[src/rtl/mem_pkg.sv]
// Shared encodings for the memory stage: funct3 access-size codes,
// ResultSrc select values and the memory FSM state type.
package mem_pkg;

  localparam int XLEN = 32;

  // Load funct3 codes
  localparam logic [2:0] F3_LB  = 3'b000;
  localparam logic [2:0] F3_LH  = 3'b001;
  localparam logic [2:0] F3_LW  = 3'b010;
  localparam logic [2:0] F3_LBU = 3'b100;
  localparam logic [2:0] F3_LHU = 3'b101;

  // Store funct3 codes
  localparam logic [2:0] F3_SB  = 3'b000;
  localparam logic [2:0] F3_SH  = 3'b001;
  localparam logic [2:0] F3_SW  = 3'b010;

  // ResultSrc encodings
  localparam logic [1:0] RES_ALU  = 2'b00;
  localparam logic [1:0] RES_LOAD = 2'b01;
  localparam logic [1:0] RES_PC4  = 2'b10;

  typedef enum logic [1:0] {
    IDLE     = 2'b00,
    WAIT_GNT = 2'b01,
    WAIT_RSP = 2'b10
  } state_t;

endpackage

[src/rtl/mem_access_load_align.sv]
// load_align: picks the addressed byte/half out of a returned load word
// and sign- or zero-extends it according to funct3.
// Ports:
//   rdata  - raw 32-bit word from data memory
//   addr   - byte offset within the word captured at request time
//   funct3 - load size/sign code
//   data   - extended load result
module load_align
  import mem_pkg::*;
(
  input  logic [XLEN-1:0] rdata,
  input  logic [1:0]      addr,
  input  logic [2:0]      funct3,
  output logic [XLEN-1:0] data
);

  logic [XLEN-1:0] shifted;
  logic [7:0]      byte_sel;
  logic [15:0]     half_sel;

  always_comb begin
    shifted  = rdata >> {addr, 3'b000};
    byte_sel = shifted[7:0];
    half_sel = addr[1] ? rdata[31:16] : rdata[15:0];
    case (funct3)
      F3_LB:   data = {{24{byte_sel[7]}}, byte_sel};
      F3_LBU:  data = {24'h0, byte_sel};
      F3_LH:   data = {{16{half_sel[15]}}, half_sel};
      F3_LHU:  data = {16'h0, half_sel};
      default: data = rdata;
    endcase
  end

endmodule

[src/rtl/mem_access.sv]
// mem_access: memory stage of the 5-stage RISC-V pipeline. Issues data
// memory requests with store byte-lane steering, extracts/extends load
// data, registers the E (writeback) stage and stalls upstream while a
// memory transaction is outstanding.
// Ports:
//   clk, rst_n                       - clock, synchronous active-low reset
//   *D inputs                        - execute-stage D registers
//   ForwardALUResultDH               - ALUResultD copy for forwarding
//   StallMemH / MemFaultH            - upstream stall, misalignment/illegal pulse
//   dmem_*                           - data memory request/response
//   *E outputs                       - writeback-stage registers
//
// state    | meaning
// ---------+-----------------------------------------------------------
// IDLE     | no transaction outstanding; new op may request this cycle
// WAIT_GNT | request presented, waiting for dmem_ready
// WAIT_RSP | load granted, waiting for dmem_rvalid
module mem_access
  import mem_pkg::*;
#(
  parameter int DATA_WIDTH = 32,
  parameter int STRB_WIDTH = DATA_WIDTH/8
) (
  input  logic                  clk,
  input  logic                  rst_n,
  input  logic                  RegWriteD,
  input  logic [1:0]            ResultSrcD,
  input  logic                  MemWriteD,
  input  logic [DATA_WIDTH-1:0] PCPlus4D,
  input  logic [4:0]            RdD,
  input  logic [DATA_WIDTH-1:0] MemWriteDataD,
  input  logic [DATA_WIDTH-1:0] ALUResultD,
  input  logic [2:0]            Funct3D,
  output logic [DATA_WIDTH-1:0] ForwardALUResultDH,
  output logic                  StallMemH,
  output logic                  MemFaultH,
  output logic                  dmem_req,
  input  logic                  dmem_ready,
  output logic                  dmem_we,
  output logic [DATA_WIDTH-1:0] dmem_addr,
  output logic [DATA_WIDTH-1:0] dmem_wdata,
  output logic [STRB_WIDTH-1:0] dmem_wstrb,
  input  logic                  dmem_rvalid,
  input  logic [DATA_WIDTH-1:0] dmem_rdata,
  output logic                  RegWriteE,
  output logic [1:0]            ResultSrcE,
  output logic [4:0]            RdE,
  output logic [DATA_WIDTH-1:0] PCPlus4E,
  output logic [DATA_WIDTH-1:0] ALUResultE,
  output logic [DATA_WIDTH-1:0] ReadDataE
);

  state_t state, state_nxt;

  logic                  is_store, is_load, mem_op, legal;
  logic                  req, stall, fault, grant, complete, load_done;
  logic [1:0]            lane_q;
  logic [2:0]            f3_q;
  logic [DATA_WIDTH-1:0] load_data;
  logic [DATA_WIDTH-1:0] wdata_steer;
  logic [STRB_WIDTH-1:0] wstrb_steer;

  // A store wins if both flags are set; such an op is never treated as a load.
  assign is_store = MemWriteD;
  assign is_load  = (ResultSrcD == RES_LOAD) && !MemWriteD;
  assign mem_op   = is_store || is_load;

  always_comb begin
    legal = 1'b0;
    if (is_store) begin
      case (Funct3D)
        F3_SB:   legal = 1'b1;
        F3_SH:   legal = !ALUResultD[0];
        F3_SW:   legal = (ALUResultD[1:0] == 2'b00);
        default: legal = 1'b0;
      endcase
    end else if (is_load) begin
      case (Funct3D)
        F3_LB, F3_LBU: legal = 1'b1;
        F3_LH, F3_LHU: legal = !ALUResultD[0];
        F3_LW:         legal = (ALUResultD[1:0] == 2'b00);
        default:       legal = 1'b0;
      endcase
    end
  end

  always_comb begin
    wdata_steer = MemWriteDataD;
    wstrb_steer = '0;
    if (is_store) begin
      case (Funct3D[1:0])
        2'b00: begin
          wdata_steer = {4{MemWriteDataD[7:0]}};
          wstrb_steer = 4'b0001 << ALUResultD[1:0];
        end
        2'b01: begin
          wdata_steer = {2{MemWriteDataD[15:0]}};
          wstrb_steer = 4'b0011 << ALUResultD[1:0];
        end
        default: begin
          wdata_steer = MemWriteDataD;
          wstrb_steer = 4'b1111;
        end
      endcase
    end
  end

  always_comb begin
    state_nxt = state;
    req       = 1'b0;
    stall     = 1'b0;
    fault     = 1'b0;
    grant     = 1'b0;
    complete  = 1'b0;
    load_done = 1'b0;
    case (state)
      IDLE: begin
        if (mem_op && !legal) begin
          fault = 1'b1;
        end else if (mem_op) begin
          req = 1'b1;
          if (dmem_ready) begin
            grant = 1'b1;
            if (is_store) complete  = 1'b1;
            else          state_nxt = WAIT_RSP;
          end else begin
            state_nxt = WAIT_GNT;
          end
          stall = !complete;
        end
      end
      WAIT_GNT: begin
        req = 1'b1;
        if (dmem_ready) begin
          grant = 1'b1;
          if (is_store) begin
            complete  = 1'b1;
            state_nxt = IDLE;
          end else begin
            state_nxt = WAIT_RSP;
          end
        end
        stall = !complete;
      end
      WAIT_RSP: begin
        // rvalid is only honoured here, so it can never coincide with the grant.
        if (dmem_rvalid) begin
          complete  = 1'b1;
          load_done = 1'b1;
          state_nxt = IDLE;
        end
        stall = !complete;
      end
      default: state_nxt = IDLE;
    endcase
    // Keep the handshake and hazard outputs quiet while reset is held.
    if (!rst_n) begin
      state_nxt = IDLE;
      req       = 1'b0;
      stall     = 1'b0;
      fault     = 1'b0;
      grant     = 1'b0;
      complete  = 1'b0;
      load_done = 1'b0;
    end
  end

  load_align u_load_align (
    .rdata  (dmem_rdata),
    .addr   (lane_q),
    .funct3 (f3_q),
    .data   (load_data)
  );

  always_ff @(posedge clk) begin
    if (!rst_n) begin
      state      <= IDLE;
      lane_q     <= '0;
      f3_q       <= '0;
      RegWriteE  <= 1'b0;
      ResultSrcE <= '0;
      RdE        <= '0;
      PCPlus4E   <= '0;
      ALUResultE <= '0;
      ReadDataE  <= '0;
    end else begin
      state <= state_nxt;
      if (grant) begin
        lane_q <= ALUResultD[1:0];
        f3_q   <= Funct3D;
      end
      PCPlus4E   <= PCPlus4D;
      ALUResultE <= ALUResultD;
      if (stall || fault) begin
        RegWriteE  <= 1'b0;
        RdE        <= '0;
        ResultSrcE <= RES_ALU;
      end else begin
        RegWriteE  <= RegWriteD;
        RdE        <= RdD;
        ResultSrcE <= ResultSrcD;
      end
      if (load_done) ReadDataE <= load_data;
    end
  end

  assign ForwardALUResultDH = ALUResultD;
  assign StallMemH          = stall;
  assign MemFaultH          = fault;
  assign dmem_req           = req;
  assign dmem_we            = is_store;
  assign dmem_addr          = {ALUResultD[DATA_WIDTH-1:2], 2'b00};
  assign dmem_wdata         = wdata_steer;
  assign dmem_wstrb         = wstrb_steer;

endmodule

[config.mk]
export PLATFORM = sky130hd
export DESIGN_NAME = mem_access
export DESIGN_NICKNAME = d
export VERILOG_FILES = /design/src/rtl/mem_pkg.sv /design/src/rtl/mem_access_load_align.sv /design/src/rtl/mem_access.sv
export SDC_FILE = /design/constraint.sdc
export NUM_CORES = 1
export LEC_CHECK = 0
export ABC_AREA = 1
export CORE_MARGIN = 10
export CORE_UTILIZATION = 36
export CTS_CLUSTER_DIAMETER = 150
export DETAILED_ROUTE_END_ITERATION = 7
export GPL_TIMING_DRIVEN = 0
export PLACE_DENSITY = 0.9
export SLEW_MARGIN = 15
export SYNTH_ARGS = -nofsm -noshare
export SYNTH_HDL_FRONTEND = slang
export SYNTH_SLANG_ARGS = --single-unit
[constraint.sdc]
create_clock -name clk -period 1.4 [get_ports clk]
set_input_delay 0.21 -clock clk [delete_from_list [all_inputs] [get_ports clk]]
set_output_delay 0.21 -clock clk [all_outputs]
set_load 0.05 [all_outputs]
* After elaboration in Yosys (flattened, before gate mapping)
Cells that the tools add are included.
Cells by class: equality and inequality tests 16, shifts and indexed selects 3, multiplexer cells 44, bitwise operators 1, reduce and logical (&&, ||, !) cells 19
Operators with widths (count):
- 32-bit case mux with 4 select lines | 1
- 32-bit case mux with 2 select lines | 1
- 32-bit 2-to-1 mux | 1
- 32-bit by 5-bit >> shifter with 8-bit output | 1
- 1-bit 2-to-1 mux | 25
- 16-bit 2-to-1 mux | 1
- 2-bit 2-to-1 mux | 7
- 3-bit equality test, second input constant | 4
- 1-bit case mux with 3 select lines | 3
- 2-bit != test, second input constant | 4
- 4-bit case mux with 2 select lines | 1
- 2-bit by 1-bit equality test with 1-bit output, second input constant | 3
- 3-bit by 1-bit equality test with 1-bit output, second input constant | 2
- 1-bit logical NOT | 6
- 2-bit logical NOT | 3
- 3-bit logical NOT | 2
- 2-bit case mux with 3 select lines | 1
- 2-bit OR reduction | 3
- 5-bit AND reduction | 1
- 4-bit 2-to-1 mux | 1
- 1-bit case mux with 2 select lines | 2
- 1-bit by 2-bit left shift with 4-bit output, first input constant | 1
- 2-bit by 2-bit left shift with 4-bit output, first input constant | 1
- 3-bit by 2-bit equality test with 1-bit output, second input constant | 1
- 5 further kinds | 7
Storage, ports and cells: register bits 111, input port bits 144, output and inout bits 208, logic and storage cells 92

* Logic depth before layout (Yosys ltp)
Gate-level depths: netlist (run 1).
depth after elaboration 16, mapped depth 10, mapped depth without buffers 9

* Cells and area by module
Synthesis (run 1) repeated with hierarchy kept, for this count alone.
Unflattened totals: cell total of the unflattened synthesis 775, area total of the unflattened synthesis 5402.7 µm²
Modules (own cells, without submodules):
- mem_access | times used 1, cells each 606, area each 4530.6 µm², sequential area each 2222.1 µm²
- load_align | times used 1, cells each 169, area each 872.1 µm², sequential area each 0.0 µm²

* Worst setup path after synthesis (run 1)
OpenSTA, ideal clock, no wires.
path type input to output, start point in MemWriteD, end point out dmem_wdata[22], data arrival time 1.871 ns, data required time 1.190 ns, slack -0.681 ns, stages on the path 5, buffers on the path 1, cells stage by stage inv_2 > nor2_2 > inv_1 > clkbuf_1 > o21ai_0
Between the ends: cells in the longest elaborated chain, start to end 1
RTL lines:
- from (decl) | line mem_access.sv:28 | input logic MemWriteD,
- 32-bit 2-to-1 mux | line mem_access.sv:90 | if (is_store) begin
- to (decl) | line mem_access.sv:41 | output logic [DATA_WIDTH-1:0] dmem_wdata,
No other way between the ends.

* Worst setup path after layout (run 1)
start point reg state[1], end point out StallMemH
Between the ends: cells in the longest elaborated chain, start to end 3, elaborated cells between the ends (all ways) 5, classes of those cells eq/ne (2); mux (2); reduce/logical (1)
RTL lines:
- from (decl) | line mem_access.sv:53 | state_t state, state_nxt;
- from (signal assigned) | line mem_access.sv:187 | state <= state_nxt;
- 2-bit equality test, or another cell as far along | line mem_access.sv:116 | case (state)
- 1-bit case mux with 3 select lines * | line mem_access.sv:116
- 1-bit 2-to-1 mux * | line mem_access.sv:157 | if (!rst_n) begin
- to (decl) | line mem_access.sv:35 | output logic StallMemH,
Every way passes the cells marked *; elsewhere a longest branch is shown, timed or not.

==> results of run 1 <==
## layout make-up
cell class | instances | area (µm²)
Fill cell | 1069 | 4270
Timing Repair Buffer | 380 | 3470
Sequential cell | 111 | 2230
Multi-Input combinational cell | 388 | 2210
Buffer | 101 | 769
Inverter | 143 | 559
Clock buffer | 9 | 225
Tap cell | 180 | 225
Clock inverter | 7 | 72.6
Antenna cell | 1 | 2.50
## critical path, stage by stage (launching register included)
cell	delay, ns
dfxtp_4	0.41
inv_4	0.05
nor3_4	0.22
inv_2	0.08
a21oi_4	0.14
buf_8	0.16
## synth_stat cells, types with 3 or more instances
| master | count | share of area (%) |
|---|---|---|
| buf_4 | 74 | 11 |
| buf_2 | 10 | 0.96 |
| nor2_1 | 29 | 2.1 |
| clkbuf_1 | 15 | 1.1 |
| o22ai_1 | 9 | 1.1 |
| inv_1 | 138 | 10 |
| a21oi_1 | 41 | 3.9 |
| dfxtp_1 | 111 | 43 |
| inv_2 | 5 | 0.36 |
| nand3_1 | 14 | 1.3 |
| o211ai_1 | 7 | 1.0 |
| o21bai_1 | 16 | 2.3 |
| nor3_1 | 3 | 0.29 |
| o21ai_0 | 59 | 5.7 |
| nand2_2 | 5 | 0.60 |
| nand2_1 | 192 | 14 |
| o21ai_1 | 3 | 0.29 |
## logic make-up (layout without fill, tap and decap cells)
family	count (synthesis)	in the layout	share of synthesized area [%]
AOI/OAI and AO/OA	137	137	14.6
buffers and inverters	244	640	23.3
DFF	111	111	42.7
other	1	3	0.0721
and+or+nand+nor	249	249	19.2
## repair_timing
action / in CTS / in global routing
setup buffers: 22 / 7
setup endpoints to repair: 248 / 92
pin swaps: 33 / 13
cloned: 3 / 0
resized for setup: 939 / 105
## per-layer routing
metal,up-vias,global-route usage [%]
li1,2967,-
met1,2902,24.0
met2,316,44.8
met3,46,9.06
met4,2,5.22
met5,-,0
## power by group
part / internal (mW) / switching [mW] / leakage (nW)
combinational: 1.23 / 2.17 / 3.88
sequential: 3.31 / 0.0637 / 0.917
clock: 1.27 / 1.35 / 0.143
total: 5.80 / 3.59 / 4.94
## path summary, 6_finish.rpt
kind                        startpoint                    endpoint  slack (ns)  cells after the start
min reg2reg  ReadDataE[5]$_SDFFE_PN0P_   ReadDataE[5]$_SDFFE_PN0P_        0.46                      2
max reg2reg      state[1]$_SDFFE_PN0P_  ReadDataE[10]$_SDFFE_PN0P_       -0.21                      8
max              state[1]$_SDFFE_PN0P_                   StallMemH       -0.25                      5
min                      ALUResultD[1]    ALUResultE[1]$_SDFF_PN0_        0.13                      3
## registers in the layout (all words and copies together) (netlist names)
signal and count:
PCPlus4E 32, RegWriteE 1, RdE 5, ALUResultE 32, ResultSrcE 2, lane_q 2
f3_q 3, state 2, ReadDataE 32
==> run_results.csv, run 1 <==
group,metric,value,unit
timing,rsz0062_at_grt,"yes",
clock_network,numCtsBuffers,9,
yosys,synth_cell_types,27,
global_route,grt-ovfl-total,0,
drt,via_count,6233,
placed_design,pre_cts_ws,-1.75,ns
clock_network,cts_tree,"yes",
placed_design,io_buffers,348,
drt,drc,0,
timing,timing.slew.headroom,57.8,%
placed_design,gp_congestion,0.924,
clock_network,clk_pin_slew,0.08,ns
floorplanning,start_util,37.0,%
yosys,synth_edf_count,0,
timing,fin_setup_tns,-2.95,ns
timing,final.setup.worst_slack,-0.255,ns
yosys,synth.avg_cell_area,7.01,µm²
clock_network,cts_root_buf,"clkbuf_16",
clock_network,clock_latency,0.37,ns
timing,finClkSkew,0.0182,ns
worst_setup_path,cp_data_required_time,1.19,ns
timing,maxSlewViolCount,0,
hold_path,hold_path_class,"input pin to flop",
status,status,"complete, but fails checks",
timing,fmax,604,MHz
global_route,antenna_found_initial,2,
timing,tightest_slew,0.633,ns
yosys,postSynthCellCount,742,
floorplanning,ios,352,
clock_network,cts_hold_buffers,0,
drt,viasPerCell,4.72,
worst_setup_path,start_kind,"flop",
clock_network,h-tree-depth,3,
placed_design,place_inst,1271,
worst_setup_path,worstPathMaxFanout,4,
finish,nets,1278,
worst_setup_path,crit_type,"flop to primary output",
global_route,grt_pass1_wl,36800,µm
yosys,ys_seq_elements,111,
drt,first_iter_violations,558,
clock_network,cts.sinks,111,
drt,wl_per_cell,19.3,µm
finish,synthToLayoutAreaGrowth,87.8,%
pwr,p_leak,4.94,nW
drt,wl_met2,13800,µm
timing,hold_violations,0,
finish,most-common-layout-cells,"nand2_1 (172), inv_1 (118), clkdlybuf4s50_1 (118)",
floorplanning,dieWidth,140,µm
drt,wl_met3,2350,µm
drt,m1WireLength,8840,µm
floorplanning,num_rows,43,
drt,top_layer,"met5",
yosys,synth_ff_type,"dfxtp_1",
finish,drive_gt1_share,39.3,%
global_route,grt_pass1_vias,6315,
finish,fin_cells,1320,
yosys,synthArstFlopShare,0,%
floorplanning,die-area,0.0197,mm²
placed_design,postPlaceCellArea,0.00907,mm²
job,maxCapViolCount,0,
finish,final_area,0.00977,mm²
drt,final_antenna_net_count,0,
timing,min_period,1.65,ns
finish,finish.utilization,69.6,%
worst_setup_path,end_kind,"primary output",
status,violations,"negative setup slack",
floorplanning,core-area,0.0140,mm²
yosys,synth-warning-count,0,
timing,setup_viol,36,
drt,first_pass_iters,6,
pwr,peakVddDrop,0.791,mV
drt,totalWireLength,25500,µm
global_route,grt_max_degree,22,
pwr,powerDensity,961,mW/mm²
placed_design,hpwl,18900,µm
pwr,power.total,9.39,mW
timing,period_share,118,%
finish,final_common_cell,"nand2_1",
yosys,netlist_area,0.00520,mm²
global_route,track_usage,23.7,%
timing,hold_ws,0.126,ns
floorplanning,die_h,140,µm
clock_network,cts_buffer_depth,2,
worst_setup_path,cp.arrival,1.44,ns
yosys,synth-seq-area-share,42.7,%
No activity file was read; power rests on OpenSTA's default activity.
==> run 2: changes to the inputs <==
--- a/config.mk
+++ b/config.mk
@@ -10,9 +10,10 @@
 export CORE_UTILIZATION = 36
 export CTS_CLUSTER_DIAMETER = 150
 export DETAILED_ROUTE_END_ITERATION = 7
+export GPL_ROUTABILITY_DRIVEN = 0
 export GPL_TIMING_DRIVEN = 0
 export PLACE_DENSITY = 0.9
-export SLEW_MARGIN = 15
+export SLEW_MARGIN = 5
 export SYNTH_ARGS = -nofsm -noshare
 export SYNTH_HDL_FRONTEND = slang
 export SYNTH_SLANG_ARGS = --single-unit
==> run 2 against run 1 <==
  * Die area did not move
  * Non-clock buffer count rose by 1
  * The flow still finishes with violations (negative setup slack)
  * Utilization rose by 0.60 points
  * Sequential share of layout area fell by 0.19 points
  * Global-route usage fell by 0.79 points
  * Cell count barely moved
  * Register-to-register slack got worse by 0.11 ns
==> run_results.csv, run 2 (same netlist as run 1, synthesis figures left out) <==
group,metric,value,unit
drt,via_count,6353,
floorplanning,start_util,37.0,%
worst_setup_path,end_kind,"flop",
finish,nets,1279,
floorplanning,die-area,0.0197,mm²
drt,viasPerCell,4.81,
job,maxCapViolCount,0,
finish,drive_gt1_share,40.3,%
global_route,gr-usage-met2,42.8,%
timing,setup_viol,38,
global_route,antenna_found_initial,2,
timing,tightest_slew,0.544,ns
finish,fillers,1065,
pwr,power.total,9.25,mW
status,violations,"negative setup slack",
clock_network,cts_tree,"yes",
placed_design,hpwl,18900,µm
status,status,"complete, but fails checks",
finish,final_area,0.00985,mm²
timing,final.setup.worst_slack,-0.320,ns
global_route,grt_pass1_wl,35500,µm
floorplanning,core-area,0.0140,mm²
floorplanning,dieWidth,140,µm
clock_network,clock_latency,0.36,ns
drt,first_iter_violations,653,
global_route,track_usage,22.9,%
global_route,grt-ovfl-total,0,
finish,fin_cells,1321,
global_route,grt_max_degree,18,
timing,period_share,123,%
drt,totalWireLength,26100,µm
pwr,peakVddDrop,0.715,mV
finish,most-common-layout-cells,"nand2_1 (170), clkdlybuf4s50_1 (118), inv_1 (117)",
worst_setup_path,reg2reg_slack,-0.32,ns
worst_setup_path,cp_data_required_time,1.68,ns
drt,wl_per_cell,19.7,µm
global_route,grt.busiest_layer,"met2",
finish,reg.largest.list,"ALUResultE (32), PCPlus4E (32), ReadDataE (32)",
clock_network,clk_pin_slew,0.07,ns
hold_path,hold_path_class,"input pin to flop",
worst_setup_path,crit_type,"flop to flop",
floorplanning,die_h,140,µm
drt,drc,0,
timing,fmax,582,MHz
timing,maxSlewViolCount,0,
finish,final_common_cell,"nand2_1",
floorplanning,ios,352,
finish,synthToLayoutAreaGrowth,89.5,%
clock_network,numCtsBuffers,9,
placed_design,postPlaceCellArea,0.00907,mm²
pwr,powerDensity,939,mW/mm²
placed_design,place_inst,1271,
timing,rsz0062_at_grt,"yes",
timing,timing.slew.headroom,63.7,%
worst_setup_path,worstPathMaxFanout,5,
drt,first_pass_iters,5,
clock_network,cts.sinks,111,
global_route,grt_pass1_vias,6224,
global_route,grt_util_met3,8.65,%
drt,final_antenna_net_count,0,
timing,min_period,1.72,ns
placed_design,io_buffers,348,
global_route,use_met1,23.1,%
floorplanning,num_rows,43,
worst_setup_path,cp.arrival,2.00,ns
clock_network,h-tree-depth,3,
pwr,p_leak,4.97,nW
worst_setup_path,start_kind,"flop",
timing,finClkSkew,0.00756,ns
finish,finish.utilization,70.2,%
clock_network,cts_buffer_depth,2,
clock_network,cts_root_buf,"clkbuf_16",
timing,hold_violations,0,
placed_design,pre_cts_ws,-1.74,ns
-- run 2: cell types whose count changed in the layout (fill, tap and decap cells not counted), sizes merged --
cell           change
inv                -3
clkdlybuf4s15      +1
buf                +4
clkbuf             -1
clkinvlp           -1
clkinv             +2
dlygate4sd2        -2
clkdlybuf4s18      +1
-- run 2: stage by stage --
| step | TNS [ns] | hold WS [ns] |
|---|---|---|
| global placement | -93.63 | 0.442 |
| floorplan | -0.931 | 0.303 |
| detailed placement | -97.74 | 0.448 |
| global route | -6.17 | 0.139 |
| CTS | -0.515 | 0.152 |
| finish | -4.15 | 0.126 |
-- run 2: final timing paths --
check	startpoint	end	cells after the start
worst max-delay path	state[1]$_SDFFE_PN0P_	ReadDataE[12]$_SDFFE_PN0P_	8
worst max register to register	state[1]$_SDFFE_PN0P_	ReadDataE[12]$_SDFFE_PN0P_	8
worst min register to register	ReadDataE[5]$_SDFFE_PN0P_	ReadDataE[5]$_SDFFE_PN0P_	2
worst min-delay path	ALUResultD[1]	ALUResultE[1]$_SDFF_PN0_	3
-- run 2: final cells by class --
| type | count | area, µm² | area share [%] |
|---|---|---|---|
| antenna | 1 | 2.50 | 0.0254 |
| inverter | 143 | 559 | 5.68 |
| buffer | 100 | 766 | 7.77 |
| tap | 180 | 225 | 2.29 |
| sequential | 111 | 2230 | 22.7 |
| multi-input combinational | 388 | 2260 | 23.0 |
| clock inverter | 5 | 32.5 | 0.330 |
| timing repair buffer | 382 | 3530 | 35.8 |
| clock buffer | 11 | 243 | 2.46 |
-- run 2: layer usage --
metal / vias to the layer above / part of all wire, % / wire length, µm
met2: 379 / 53 / 13900
li1: 2976 / - / -
met5: - / 0.050 / 13
met3: 74 / 9.8 / 2550
met4: 2 / 3.0 / 790
met1: 2922 / 34 / 8790
-- run 2: what timing repair did --
| item | in CTS | in global routing |
|---|---|---|
| resized for setup | 914 | 164 |
| pin swaps | 31 | 28 |
| hold buffers | 0 | 0 |
| cloned | 3 | 1 |
| setup buffers | 21 | 10 |
| endpoints found under the setup margin | 249 | 96 |
-- run 2: power breakdown --
group / internal [mW] / switching, mW
Clock: 1.26 / 1.19
Combinational: 1.24 / 2.19
Sequential: 3.31 / 0.0698
Total: 5.80 / 3.45
-- run 2: worst max-delay path, cell delays in order, from the launching register on --
cell	delay, ns
dfxtp_4	0.41
buf_6	0.13
nand3_4	0.07
nor2_4	0.27
inv_4	0.09
buf_6	0.15
a21oi_1	0.23
nand2_1	0.12
a21oi_1	0.16
